### config.mk
export PLATFORM = sky130hd
export DESIGN_NAME = apu_pwm_scheduler
export DESIGN_NICKNAME = d
export VERILOG_FILES = /design/src/rtl/apu_pkg.sv /design/src/rtl/sample_tick_gen.sv /design/src/rtl/apu_pwm_scheduler.sv
export SDC_FILE = /design/constraint.sdc
export NUM_CORES = 1
export LEC_CHECK = 0
export CAP_MARGIN = 40
export CORE_MARGIN = 2
export CORE_UTILIZATION = 60
export CTS_CLUSTER_SIZE = 25
export DETAILED_ROUTE_END_ITERATION = 6
export GPL_TIMING_DRIVEN = 0
export PLACE_DENSITY_LB_ADDON = 0.3
export SLEW_MARGIN = 20
export SYNTH_ARGS = -nofsm -noshare
export SYNTH_HDL_FRONTEND = slang
export SYNTH_SLANG_ARGS = --single-unit
### constraint.sdc
create_clock -name clk -period 8.65 [get_ports clk]
set_clock_uncertainty 0.2 [all_clocks]
set_input_delay 1.73 -clock clk [delete_from_list [all_inputs] [get_ports clk]]
set_output_delay 1.73 -clock clk [all_outputs]
set_load 0.05 [all_outputs]
### src/rtl/apu_pkg.sv
// Shared types and sizes for the APU audio frame sequencers.
package apu_pkg;

    typedef enum logic [1:0] {
        IDLE,
        COLLECT,
        SCALE,
        LOAD
    } state_t;

    localparam int NUM_CH   = 4;
    localparam int SAMPLE_W = 4;
    // Four 4-bit samples sum to at most 60.
    localparam int MIX_W    = 6;
    // 60 * 8 = 480 fits in 9 bits, so the volume multiply never saturates.
    localparam int PROD_W   = 9;

endpackage

### src/rtl/sample_tick_gen.sv
// Free-running frame divider: counts 0..DIV-1 and flags the last count.
module sample_tick_gen #(
    parameter int DIV = 2048
) (
    input  logic clk,
    input  logic reset,
    output logic tick
);

    localparam int CNT_W = (DIV > 1) ? $clog2(DIV) : 1;

    logic [CNT_W-1:0] r_count;
    logic             w_last;

    assign w_last = (r_count == CNT_W'(DIV - 1));
    assign tick   = w_last;

    // Wrap explicitly so non-power-of-two dividers keep an exact period.
    always_ff @(posedge clk or posedge reset) begin
        if (reset) begin
            r_count <= '0;
        end else if (w_last) begin
            r_count <= '0;
        end else begin
            r_count <= r_count + CNT_W'(1);
        end
    end

endmodule

### src/rtl/apu_pwm_scheduler.sv
// Once per sample frame, polls the four APU channels in round-robin slots,
// mixes the held samples, applies master volume and updates the DAC word.
module apu_pwm_scheduler
    import apu_pkg::*;
#(
    parameter int WIDTH = 16,
    parameter int DIV   = 2048
) (
    input  logic                          clk,
    input  logic                          reset,
    input  logic [NUM_CH-1:0]             ch_valid,
    input  logic [NUM_CH*SAMPLE_W-1:0]    ch_data,
    output logic [NUM_CH-1:0]             ch_ready,
    input  logic [NUM_CH-1:0]             ch_enable,
    input  logic [2:0]                    master_vol,
    input  logic                          underrun_clr,
    output logic [WIDTH-1:0]              dac_out,
    output logic                          sample_strobe,
    output logic [NUM_CH-1:0]             underrun
);

    state_t              r_state;
    logic [1:0]          r_slot;
    logic [SAMPLE_W-1:0] r_held [NUM_CH];
    logic [PROD_W-1:0]   r_prod;
    logic [NUM_CH-1:0]   r_ch_ready;
    logic [NUM_CH-1:0]   r_underrun;
    logic [WIDTH-1:0]    r_dac;
    logic                r_strobe;

    logic                w_tick;
    logic [SAMPLE_W-1:0] w_slot_data;
    logic [MIX_W-1:0]    w_mix;
    logic [3:0]          w_gain;
    logic [PROD_W-1:0]   w_prod;
    logic [NUM_CH-1:0]   w_und_set;

    sample_tick_gen #(
        .DIV (DIV)
    ) u_tick (
        .clk   (clk),
        .reset (reset),
        .tick  (w_tick)
    );

    assign w_slot_data = ch_data[r_slot*SAMPLE_W +: SAMPLE_W];
    assign w_gain      = {1'b0, master_vol} + 4'd1;
    assign w_prod      = PROD_W'(w_mix) * PROD_W'(w_gain);

    // Mixer: plain sum of the four held samples.
    always_comb begin
        w_mix = '0;
        for (int i = 0; i < NUM_CH; i++) begin
            w_mix = w_mix + MIX_W'(r_held[i]);
        end
    end

    // An enabled channel that has nothing to offer in its own slot flags an underrun.
    always_comb begin
        w_und_set = '0;
        if (r_state == COLLECT && ch_enable[r_slot] && !ch_valid[r_slot]) begin
            w_und_set[r_slot] = 1'b1;
        end
    end

    // Frame sequencer: IDLE -> 4 COLLECT slots -> SCALE -> LOAD -> IDLE.
    always_ff @(posedge clk or posedge reset) begin
        if (reset) begin
            r_state    <= IDLE;
            r_slot     <= '0;
            r_prod     <= '0;
            r_ch_ready <= '0;
            r_dac      <= '0;
            r_strobe   <= 1'b0;
            for (int i = 0; i < NUM_CH; i++) begin
                r_held[i] <= '0;
            end
        end else begin
            r_strobe <= 1'b0;
            case (r_state)
                IDLE: begin
                    if (w_tick) begin
                        r_state    <= COLLECT;
                        r_slot     <= '0;
                        r_ch_ready <= NUM_CH'(1);
                    end
                end
                COLLECT: begin
                    // Disabled channels still get their grant, but offered data is dropped.
                    if (ch_enable[r_slot]) begin
                        if (ch_valid[r_slot]) begin
                            r_held[r_slot] <= w_slot_data;
                        end
                    end else begin
                        r_held[r_slot] <= '0;
                    end
                    if (r_slot == 2'd3) begin
                        r_state    <= SCALE;
                        r_ch_ready <= '0;
                    end else begin
                        r_slot     <= r_slot + 2'd1;
                        r_ch_ready <= {r_ch_ready[NUM_CH-2:0], 1'b0};
                    end
                end
                SCALE: begin
                    // master_vol only matters in this cycle.
                    r_prod  <= w_prod;
                    r_state <= LOAD;
                end
                LOAD: begin
                    r_dac    <= WIDTH'(r_prod) << (WIDTH - PROD_W);
                    r_strobe <= 1'b1;
                    r_state  <= IDLE;
                end
                default: begin
                    r_state <= IDLE;
                end
            endcase
        end
    end

    // Sticky underrun flags; a clear wins over a set in the same cycle.
    always_ff @(posedge clk or posedge reset) begin
        if (reset) begin
            r_underrun <= '0;
        end else if (underrun_clr) begin
            r_underrun <= '0;
        end else begin
            r_underrun <= r_underrun | w_und_set;
        end
    end

    assign ch_ready      = r_ch_ready;
    assign dac_out       = r_dac;
    assign sample_strobe = r_strobe;
    assign underrun      = r_underrun;

endmodule

==> results of run 1 <==
## final cells by class
class | count | area share, %
inverter | 43 | 3.523
multi-input combinational | 222 | 46.72
timing repair buffer | 47 | 10.11
sequential | 58 | 31.20
clock inverter | 5 | 1.130
clock buffer | 11 | 3.254
buffer | 13 | 1.990
tap | 77 | 2.071
## layout by cell type, fill, tap and decap left out, types with 2 or more instances in the layout
cell              n
a21o_1            4
a21oi_1           8
a22o_1            7
a2bb2oi_1         2
a31o_2            2
and2_1           13
and3_1            2
and4_1            2
buf_4             7
clkbuf_1          4
clkbuf_8         12
clkdlybuf4s50_1  47
clkinv_2          3
conb_1            7
dfrtp_1          58
fa_1             16
ha_1             28
inv_1            42
mux2_2           14
mux2_4           16
mux4_1            4
mux4_2            2
nand2_1          14
nand2b_1          2
nand3_1           4
nand4_1           2
nor2_1           15
nor2_4            4
nor2b_1           6
nor3_1            3
o21a_1            2
o21ai_0           3
o2bb2ai_1         2
o31ai_1           2
xnor2_1          10
xor2_1            6
## where the power goes
part           total, mW  switching, mW  internal (mW)
registers          0.281        0.00400          0.277
logic              0.181         0.0989         0.0821
clock network      0.255          0.108          0.147
## critical path, cell delays in order
cell and delay, ns:
clkdlybuf4s50_1 0.48, clkbuf_1 0.33, and3_1 0.29, nand2_1 0.10
fa_1 0.54, inv_1 0.06, fa_1 0.57, inv_1 0.07
fa_1 0.46, nor2b_1 0.18, o2111ai_1 0.16, a311oi_1 0.33
o31ai_1 0.12
## through the flow
stage	instances	util (%)	hold slack, ns	worst slack, ns	cell area [µm²]
floorplan	336	-	0.2429	3.670	3879
global placement	460	70.82	0.2598	2.942	4446
detailed placement	460	70.86	0.2738	2.944	4448
CTS	476	74.11	0.2915	3.234	4652
global route	476	74.11	0.3168	2.929	4652
finish	476	74.11	0.2846	3.257	4652
## routing by layer
layer  up-vias  GRT usage [%]  wire [µm]
li1       1238              -          -
met1      1326          29.01       3289
met2        57          40.69       3859
met3        12          4.621        280
met4         0          8.358        123
met5         -              0          0
## logic make-up (layout without fill, tap and decap cells)
group           count (synthesis)  count (layout)  share of synthesized area (%)
mux                            37              37                          14.47
xor+xnor                       16              16                          3.634
fa+ha+maj                      44              44                          17.39
buf+inv                        56             119                          6.586
simple gates                   76              76                          11.49
other cells                     1               7                        0.09725
compound gates                 42              42                          8.696
flops                          58              58                          37.64
## synth_stat cells, types with 7 or more instances
library cell / number
dfrtp_1: 58
inv_1: 43
ha_1: 28
fa_1: 16
mux2_4: 16
nor2_1: 15
mux2_2: 14
nand2_1: 14
and2_1: 13
xnor2_1: 10
a21oi_1: 8
a22o_1: 7
buf_4: 7
## how the worst min path moves through the flow
stage               slack [ns]         startpoint           endpoint  cells past startpoint
finish                    0.28  u_tick.r_count[8]  u_tick.r_count[8]                      1
global route              0.32  u_tick.r_count[8]  u_tick.r_count[8]                      1
CTS                       0.29  u_tick.r_count[0]  u_tick.r_count[0]                      1
detailed placement        0.27          r_prod[8]          r_prod[8]                      2
global placement          0.26          r_prod[8]          r_prod[8]                      2
floorplan                 0.24          r_prod[8]          r_prod[8]                      2
## state kept, by name, indices dropped and copies added, names as in the netlist
name,cells
sample_strobe,1
underrun,4
r_slot,2
u_tick.r_count,11
r_state,2
r_held,16
ch_ready,4
dac_out,9
r_prod,9
==> impl_metrics.py, run 1 <==
metrics = {
    "floorplanning": {
        "coreArea_mm2": 0.006277,
        "initial_core_util_pct": 61.43,
        "die_area_mm2": 0.007085,
        "die_x_um": 84.17,
        "io_pins": 55,
        "fp-row-count": 29,
        "die_h_um": 84.17,
    },
    "clocking": {
        "cts_buffer_depth": 2,
        "cts_tree": "yes",
        "cts.clk_slew.worst_paths_ns": 0.07,
        "root_buffer": "clkbuf_8",
        "postCtsHoldBufs": 0,
        "h-tree-depth": 3,
        "numCtsBuffers": 9,
        "clock_sinks": 58,
        "clkLatencyLatePin_ns": 0.34,
        "post-cts-setup-buffer-count": 0,
        "cts_resized": 0,
    },
    "route": {
        "vias": 2633,
        "drc": 0,
        "drtIter0Drc": 127,
        "drtPass1Iterations": 4,
        "detail-route-antenna-nets": 0,
        "viasPerCell": 5.532,
        "finalWirelength_um": 7552,
        "detail_route.wl_per_cell_um": 15.87,
    },
    "worst_setup_path": {
        "reg2reg_slack_ns": 3.37,
        "r2r-start": "r_held[1]",
        "reg2reg_depth": 17,
        "crit_end": "r_prod[8]",
        "r2r-end": "r_prod[7]",
        "startpoint": "master_vol[0]",
        "path_class": "primary input to flip-flop",
        "critical_path.max_fanout": 10,
        "cp.arrival_ns": 5.41,
        "startpoint_type": "primary input",
        "cp.required_ns": 8.66,
        "end_kind": "flip-flop",
    },
    "timing": {
        "worst-slew-pin-transition_ns": 0.8021,
        "hold_violations": 0,
        "max_slew_margin_pct": 46.08,
        "final_max_slew_viol_count": 0,
        "layout_min_cycle_time_ns": 5.393,
        "rsz0062_at_grt": "false",
        "setup_viol_count_final": 0,
        "final.setup.tns_ns": 0,
        "fin_crit_sh_pct": 62.35,
        "max_freq_mhz": 185.4,
    },
    "job": {
        "cap_violations": 0,
    },
    "grt": {
        "antenna_found_initial": 0,
        "grt_pass1_vias": 2789,
        "grt_max_degree": 59,
        "grt_pass1_wl_um": 13140,
        "gr-total-overflow": 0,
        "grt_usage_pct": 23.34,
    },
    "yosys": {
        "synthTopCellsByArea": "dfrtp_1 38%, ha_1 9.1%, fa_1 8.3%, mux2_4 6.2%, inv_1 4.2%",
        "yosysSeqAreaShare_pct": 37.64,
        "ys_warn_count": 0,
        "yosysTopAreaCellShare_pct": 37.64,
        "synthCells": 330,
        "syn_avg_cell_area_um2": 11.69,
        "ys_async_sr_fraction_pct": 100.0,
        "synth_cell_types": 55,
        "synth_edf_count": 0,
        "yosys_most_used_dff": "dfrtp_1",
        "synth_top_cell_by_area": "dfrtp_1",
        "netlist_area_mm2": 0.003856,
        "ys_ff_latch": 58,
    },
    "pwr": {
        "power_density_mw_per_mm2": 154.0,
        "p_total_mw": 0.7166,
        "ir_worst_vdd_uv": 122.7,
        "leakage_nw": 2.269,
    },
    "layout": {
        "multi_input_area_mm2": 0.002173,
        "num-fill-cells": 435,
        "drive_gt1_share_pct": 17.79,
        "layout.nets": 468,
        "final-seq-area_mm2": 0.001451,
        "syn_to_final_growth_pct": 20.64,
        "antennaDiodeCount": 0,
    },
    "status": {
        "run_status": "completed",
    },
    "place": {
        "globalplace.congestion": 0.7643,
        "portBuffers": 47,
        "dp_hpwl_um": 5479,
    },
    "worst_hold_path": {
        "hold_path_class": "flip-flop to flip-flop",
    },
}
No activity file was read; power rests on OpenSTA's default activity.
==> run 2: changes to the inputs <==
--- a/config.mk
+++ b/config.mk
@@ -7,7 +7,7 @@
 export LEC_CHECK = 0
 export CAP_MARGIN = 40
 export CORE_MARGIN = 2
-export CORE_UTILIZATION = 60
+export CORE_UTILIZATION = 55
 export CTS_CLUSTER_SIZE = 25
 export DETAILED_ROUTE_END_ITERATION = 6
 export GPL_TIMING_DRIVEN = 0
==> constraint.sdc (replaced) <==
create_clock -name clk -period 5.26 [get_ports clk]
set_clock_uncertainty 0.2 [all_clocks]
set_input_delay 1.052 -clock clk [delete_from_list [all_inputs] [get_ports clk]]
set_output_delay 1.052 -clock clk [all_outputs]
set_load 0.05 [all_outputs]
==> impl_metrics.py, run 2 (synthesis results as in run 1) <==
metrics = {
    "clocking": {
        "numCtsBuffers": 9,
        "postCtsHoldBufs": 0,
        "clock_sinks": 58,
        "cts_buffer_depth": 2,
        "cts.clk_slew.worst_paths_ns": 0.07,
        "cts_tree": "yes",
        "root_buffer": "clkbuf_8",
        "h-tree-depth": 3,
        "clkLatencyLatePin_ns": 0.34,
    },
    "route": {
        "viasPerCell": 5.256,
        "detail_route.wl_per_cell_um": 15.06,
        "vias": 2607,
        "drc": 0,
        "drtPass1Iterations": 4,
        "finalWirelength_um": 7469,
        "detail-route-antenna-nets": 0,
        "drtIter0Drc": 103,
    },
    "worst_setup_path": {
        "cp.arrival_ns": 5.08,
        "cp.required_ns": 5.29,
        "end_kind": "flip-flop",
        "path_class": "flip-flop to flip-flop",
        "crit_chain": "inv_1 -> fa_1 -> fa_1 -> inv_1 -> ha_1 -> a21o_1 -> a21oi_2 -> xnor2_1 -> and2_1 -> fa_1 -> inv_1 -> fa_1 -> inv_1 -> ha_4 -> a21o_1 -> a31o_2 -> a2111o_1 -> o311ai_0",
        "critical_path.max_fanout": 5,
        "crit_path_top_delay_cell": "fa_1",
        "startpoint_type": "flip-flop",
        "cpPeakStageDelay_ns": 0.53,
    },
    "floorplanning": {
        "die_h_um": 87.74,
        "coreArea_mm2": 0.006794,
        "die_x_um": 87.74,
        "initial_core_util_pct": 56.76,
        "io_pins": 55,
        "die_area_mm2": 0.007697,
        "fp-row-count": 30,
    },
    "layout": {
        "final_common_cell": "dfrtp_1",
        "layout.nets": 469,
        "largest_register_ffs": 16,
        "syn_to_final_growth_pct": 22.65,
        "mostFrequentLayoutCells": "58 x dfrtp_1, 47 x clkdlybuf4s50_1, 42 x inv_1",
        "num-fill-cells": 473,
        "largestRegisters": "r_held x16, u_tick.r_count x11",
        "fin_cells": 496,
        "drive_gt1_share_pct": 19.25,
        "antennaDiodeCount": 0,
        "top_register": "r_held",
    },
    "timing": {
        "setup_ws_ns": 0.2100,
        "max_slew_margin_pct": 50.11,
        "worst-slew-pin-transition_ns": 0.7422,
        "max_freq_mhz": 198.0,
        "layout_min_cycle_time_ns": 5.050,
        "final_max_slew_viol_count": 0,
        "rsz0062_at_grt": "false",
        "setup_viol_count_final": 0,
        "hold_violations": 0,
        "fin_crit_sh_pct": 96.01,
    },
    "grt": {
        "grt_usage_pct": 21.23,
        "grt_pass1_vias": 2764,
        "grt_pass1_wl_um": 12650,
        "gr-total-overflow": 0,
        "antenna_found_initial": 0,
        "grt_max_degree": 59,
    },
    "pwr": {
        "power_density_mw_per_mm2": 261.9,
        "leakage_nw": 2.279,
        "ir_worst_vdd_uv": 188.3,
    },
    "place": {
        "dp_slack_ns": -0.02352,
        "globalplace.congestion": 0.7816,
        "dp_hpwl_um": 5232,
        "portBuffers": 47,
        "post-place-cells": 479,
    },
    "job": {
        "cap_violations": 0,
    },
    "worst_hold_path": {
        "hold_path_class": "flip-flop to flip-flop",
    },
    "status": {
        "run_status": "completed",
    },
}
-- run 2: cell type report --
cell class | count | area, µm² | share of cell area, %
clock buffer | 11 | 141.4 | 2.989
sequential | 58 | 1451 | 30.69
buffer | 13 | 92.59 | 1.958
inverter | 43 | 163.9 | 3.466
clock inverter | 5 | 77.57 | 1.640
timing repair buffer | 48 | 478.0 | 10.11
multi-input combinational | 222 | 2205 | 46.61
tap | 96 | 120.1 | 2.540
-- run 2: final timing paths --
kind,from,end,slack [ns],cells past startpoint
max reg2reg,r_held[10],r_prod[7],0.21,18
min,r_prod[8],r_prod[8],0.27,2
max in group asynchronous,reset,r_prod[6],3.41,2
min in group asynchronous,reset,ch_ready[3],0.97,2
min reg2reg,r_prod[8],r_prod[8],0.27,2
max,r_held[10],r_prod[7],0.21,18
-- run 2: repair_timing --
item,in CTS,in global routing
resized for setup,1,5
setup buffers,0,1
pin swaps,0,2
endpoints found under the setup margin,1,2
-- run 2: stage by stage --
| step | hold slack (ns) | area, µm² | TNS (ns) | util (%) | power [mW] |
|---|---|---|---|---|---|
| 6_report | 0.2738 | 4730 | 0 | 69.61 | 1.238 |
| 4_1_cts | 0.2788 | 4698 | 0 | 69.15 | 1.225 |
| 5_1_grt | 0.2873 | 4730 | 0 | 69.61 | 1.302 |
| 2_1_floorplan | 0.2429 | 3879 | 0 | - | 0.6869 |
| 3_5_place_dp | 0.2628 | 4472 | -0.02352 | 65.82 | 0.7604 |
| 3_3_place_gp | 0.2611 | 4469 | 0 | 65.78 | 0.7519 |
-- run 2: power breakdown --
group	total, mW	leakage, nW	internal [mW]	switching, mW
combinational	0.317	1.41	0.152	0.165
clock	0.461	0.109	0.278	0.183
sequential	0.460	0.763	0.455	0.00551
-- run 2: critical path, delay by kind of cell, from the launching register on --
family	cells	cell delay, ns
AND/OR/NAND/NOR	1	0.18
AO/OA/AOI/OAI	6	1.25
buffers and inverters	4	0.28
XOR/XNOR	1	0.12
flip-flops	1	0.40
adder cells (fa/ha/maj)	6	2.51
-- run 2: metal layers --
| layer | track usage (%) | vias up | share of wire [%] |
|---|---|---|---|
| met5 | 0 | - | 0 |
| met4 | 6.993 | 0 | 1.4 |
| met3 | 5.184 | 10 | 4.2 |
| met2 | 35.47 | 57 | 49 |
| li1 | - | 1243 | - |
| met1 | 27.27 | 1297 | 45 |
==> run 3: changes to the inputs <==
--- a/config.mk
+++ b/config.mk
@@ -12,7 +12,7 @@
 export DETAILED_ROUTE_END_ITERATION = 6
 export GPL_TIMING_DRIVEN = 0
 export PLACE_DENSITY_LB_ADDON = 0.3
-export SLEW_MARGIN = 20
+export SETUP_SLACK_MARGIN = 0.3
 export SYNTH_ARGS = -nofsm -noshare
 export SYNTH_HDL_FRONTEND = slang
 export SYNTH_SLANG_ARGS = --single-unit
==> impl_metrics.py, run 3 (synthesis results as in run 1) <==
metrics = {
    "worst_setup_path": {
        "path_class": "flip-flop to flip-flop",
        "reg2reg_slack_ns": 0.32,
        "crit_chain": "inv_2 -> fa_1 -> fa_1 -> inv_2 -> ha_4 -> a21o_1 -> a21oi_2 -> xnor2_1 -> and2_1 -> fa_1 -> inv_2 -> fa_1 -> inv_2 -> ha_4 -> a21o_1 -> a31o_4 -> a2111o_1 -> o311ai_1",
        "r2r-start": "r_held[10]",
        "startpoint_type": "flip-flop",
        "critical_path.max_fanout": 5,
        "cp.required_ns": 5.29,
        "crit_path_top_delay_cell": "fa_1",
        "startpoint": "r_held[10]",
        "cpPeakStageDelay_ns": 0.57,
        "end_kind": "flip-flop",
        "cp.arrival_ns": 4.97,
        "reg2reg_depth": 18,
        "r2r-end": "r_prod[7]",
    },
    "place": {
        "portBuffers": 47,
        "dp_slack_ns": 0.05795,
        "dp_hpwl_um": 5337,
        "globalplace.congestion": 0.7958,
    },
    "pwr": {
        "p_clk_share_pct": 37.1,
        "p_seq_share_pct": 33.6,
        "leakage_nw": 2.349,
        "intPower_mw": 0.9920,
        "power_density_mw_per_mm2": 279.7,
        "p_sw_share_pct": 27.69,
        "combPwrFrac_pct": 29.3,
        "p_total_mw": 1.372,
        "ir_worst_vdd_uv": 195.4,
        "power.switching_mw": 0.3798,
    },
    "clocking": {
        "cts_tree": "yes",
        "root_buffer": "clkbuf_8",
        "postCtsHoldBufs": 0,
        "clkLatencyLatePin_ns": 0.34,
        "cts.clk_slew.worst_paths_ns": 0.07,
        "cts_buffer_depth": 2,
        "clock_sinks": 58,
        "h-tree-depth": 3,
        "numCtsBuffers": 9,
    },
    "grt": {
        "gr-total-overflow": 0,
        "antenna_found_initial": 0,
        "grt_pass1_vias": 2708,
        "grt_usage_pct": 20.76,
        "grt_max_degree": 39,
        "grt_pass1_wl_um": 12380,
    },
    "timing": {
        "setup_ws_ns": 0.3213,
        "max_slew_margin_pct": 47.26,
        "layout_min_cycle_time_ns": 4.939,
        "final_max_slew_viol_count": 0,
        "hold_violations": 0,
        "worst-slew-pin-transition_ns": 0.7846,
        "max_freq_mhz": 202.5,
        "fin_crit_sh_pct": 93.89,
        "final.setup.tns_ns": 0,
        "rsz0062_at_grt": "true",
        "setup_viol_count_final": 0,
    },
    "layout": {
        "largest_register_ffs": 16,
        "drive_gt1_share_pct": 23.84,
        "largestRegisters": "r_held x16, u_tick.r_count x11",
        "syn_to_final_growth_pct": 27.19,
        "antennaDiodeCount": 0,
        "layout.nets": 480,
        "top_register": "r_held",
        "num-fill-cells": 458,
        "final_common_cell": "dfrtp_1",
        "mostFrequentLayoutCells": "58 x dfrtp_1, 47 x clkdlybuf4s50_1, 37 x inv_1",
    },
    "worst_hold_path": {
        "hold_path_class": "flip-flop to flip-flop",
        "min_to": "u_tick.r_count[8]",
        "hp-start": "u_tick.r_count[8]",
        "worst_hold_path.num_cells": 1,
    },
    "route": {
        "drc": 0,
        "drtIter0Drc": 70,
        "finalWirelength_um": 7559,
        "drtPass1Iterations": 4,
        "detail_route.wl_per_cell_um": 14.91,
        "vias": 2688,
        "detail-route-antenna-nets": 0,
        "viasPerCell": 5.302,
    },
    "floorplanning": {
        "io_pins": 55,
        "fp-row-count": 30,
        "initial_core_util_pct": 56.76,
        "die_area_mm2": 0.007697,
        "coreArea_mm2": 0.006794,
        "die_x_um": 87.74,
        "die_h_um": 87.74,
    },
    "status": {
        "run_status": "completed",
    },
    "job": {
        "cap_violations": 0,
    },
}
## run 3: worst max path at each step
stage,to,slack [ns],cells after the start
2_1_floorplan,r_prod[7],0.34,17
3_3_place_gp,r_prod[7],0.12,17
3_5_place_dp,r_prod[7],0.06,17
4_1_cts,r_prod[7],0.28,17
5_1_grt,r_prod[7],0.17,18
6_report,r_prod[7],0.32,18
## run 3: power groups by stage
stage	Clock, mW	Combinational, mW	Sequential, mW
2_1_floorplan	0	0.223	0.467
3_3_place_gp	0	0.287	0.468
3_5_place_dp	0	0.296	0.468
4_1_cts	0.516	0.350	0.460
5_1_grt	0.538	0.441	0.461
6_report	0.509	0.403	0.460
## run 3: final cells by class
type / count / area, µm² / area share [%]
Clock buffer: 12 / 145.1 / 2.959
Tap cell: 96 / 120.1 / 2.449
Buffer: 13 / 92.59 / 1.888
Clock inverter: 4 / 98.84 / 2.015
Multi-Input combinational cell: 222 / 2262 / 46.12
Inverter: 43 / 161.4 / 3.291
Sequential cell: 58 / 1451 / 29.59
Timing Repair Buffer: 59 / 573.1 / 11.68
## run 3: metal layers
metal	up-vias	wire, µm	GRT usage, %
li1	1272	-	-
met1	1338	3312	26.53
met2	67	3853	36.09
met3	11	286	4.618
met4	0	106	5.035
met5	-	0	0
## run 3: stage by stage
stage	util, %	area (µm²)	instances	hold WS, ns
after global routing	72.19	4905	507	0.2962
after floorplan	-	3886	336	0.2429
after global placement	65.89	4477	479	0.2623
after detailed placement	66.19	4497	480	0.2669
final	72.19	4905	507	0.2832
after CTS	70.87	4815	500	0.2813
## run 3: timing repair
item	CTS	global route
resized for setup	10	11
endpoints found under the setup margin	3	3
pin swaps	8	21
buffers inserted	4	7
## run 3: worst max-delay path: cells and delay by family (launching register included)
family                   cells  cell delay, ns
flip-flops                   1            0.38
buffers and inverters        4            0.20
adder cells (fa/ha/maj)      6            2.55
AO/OA/AOI/OAI                6            1.23
AND/OR/NAND/NOR              1            0.18
XOR/XNOR                     1            0.11
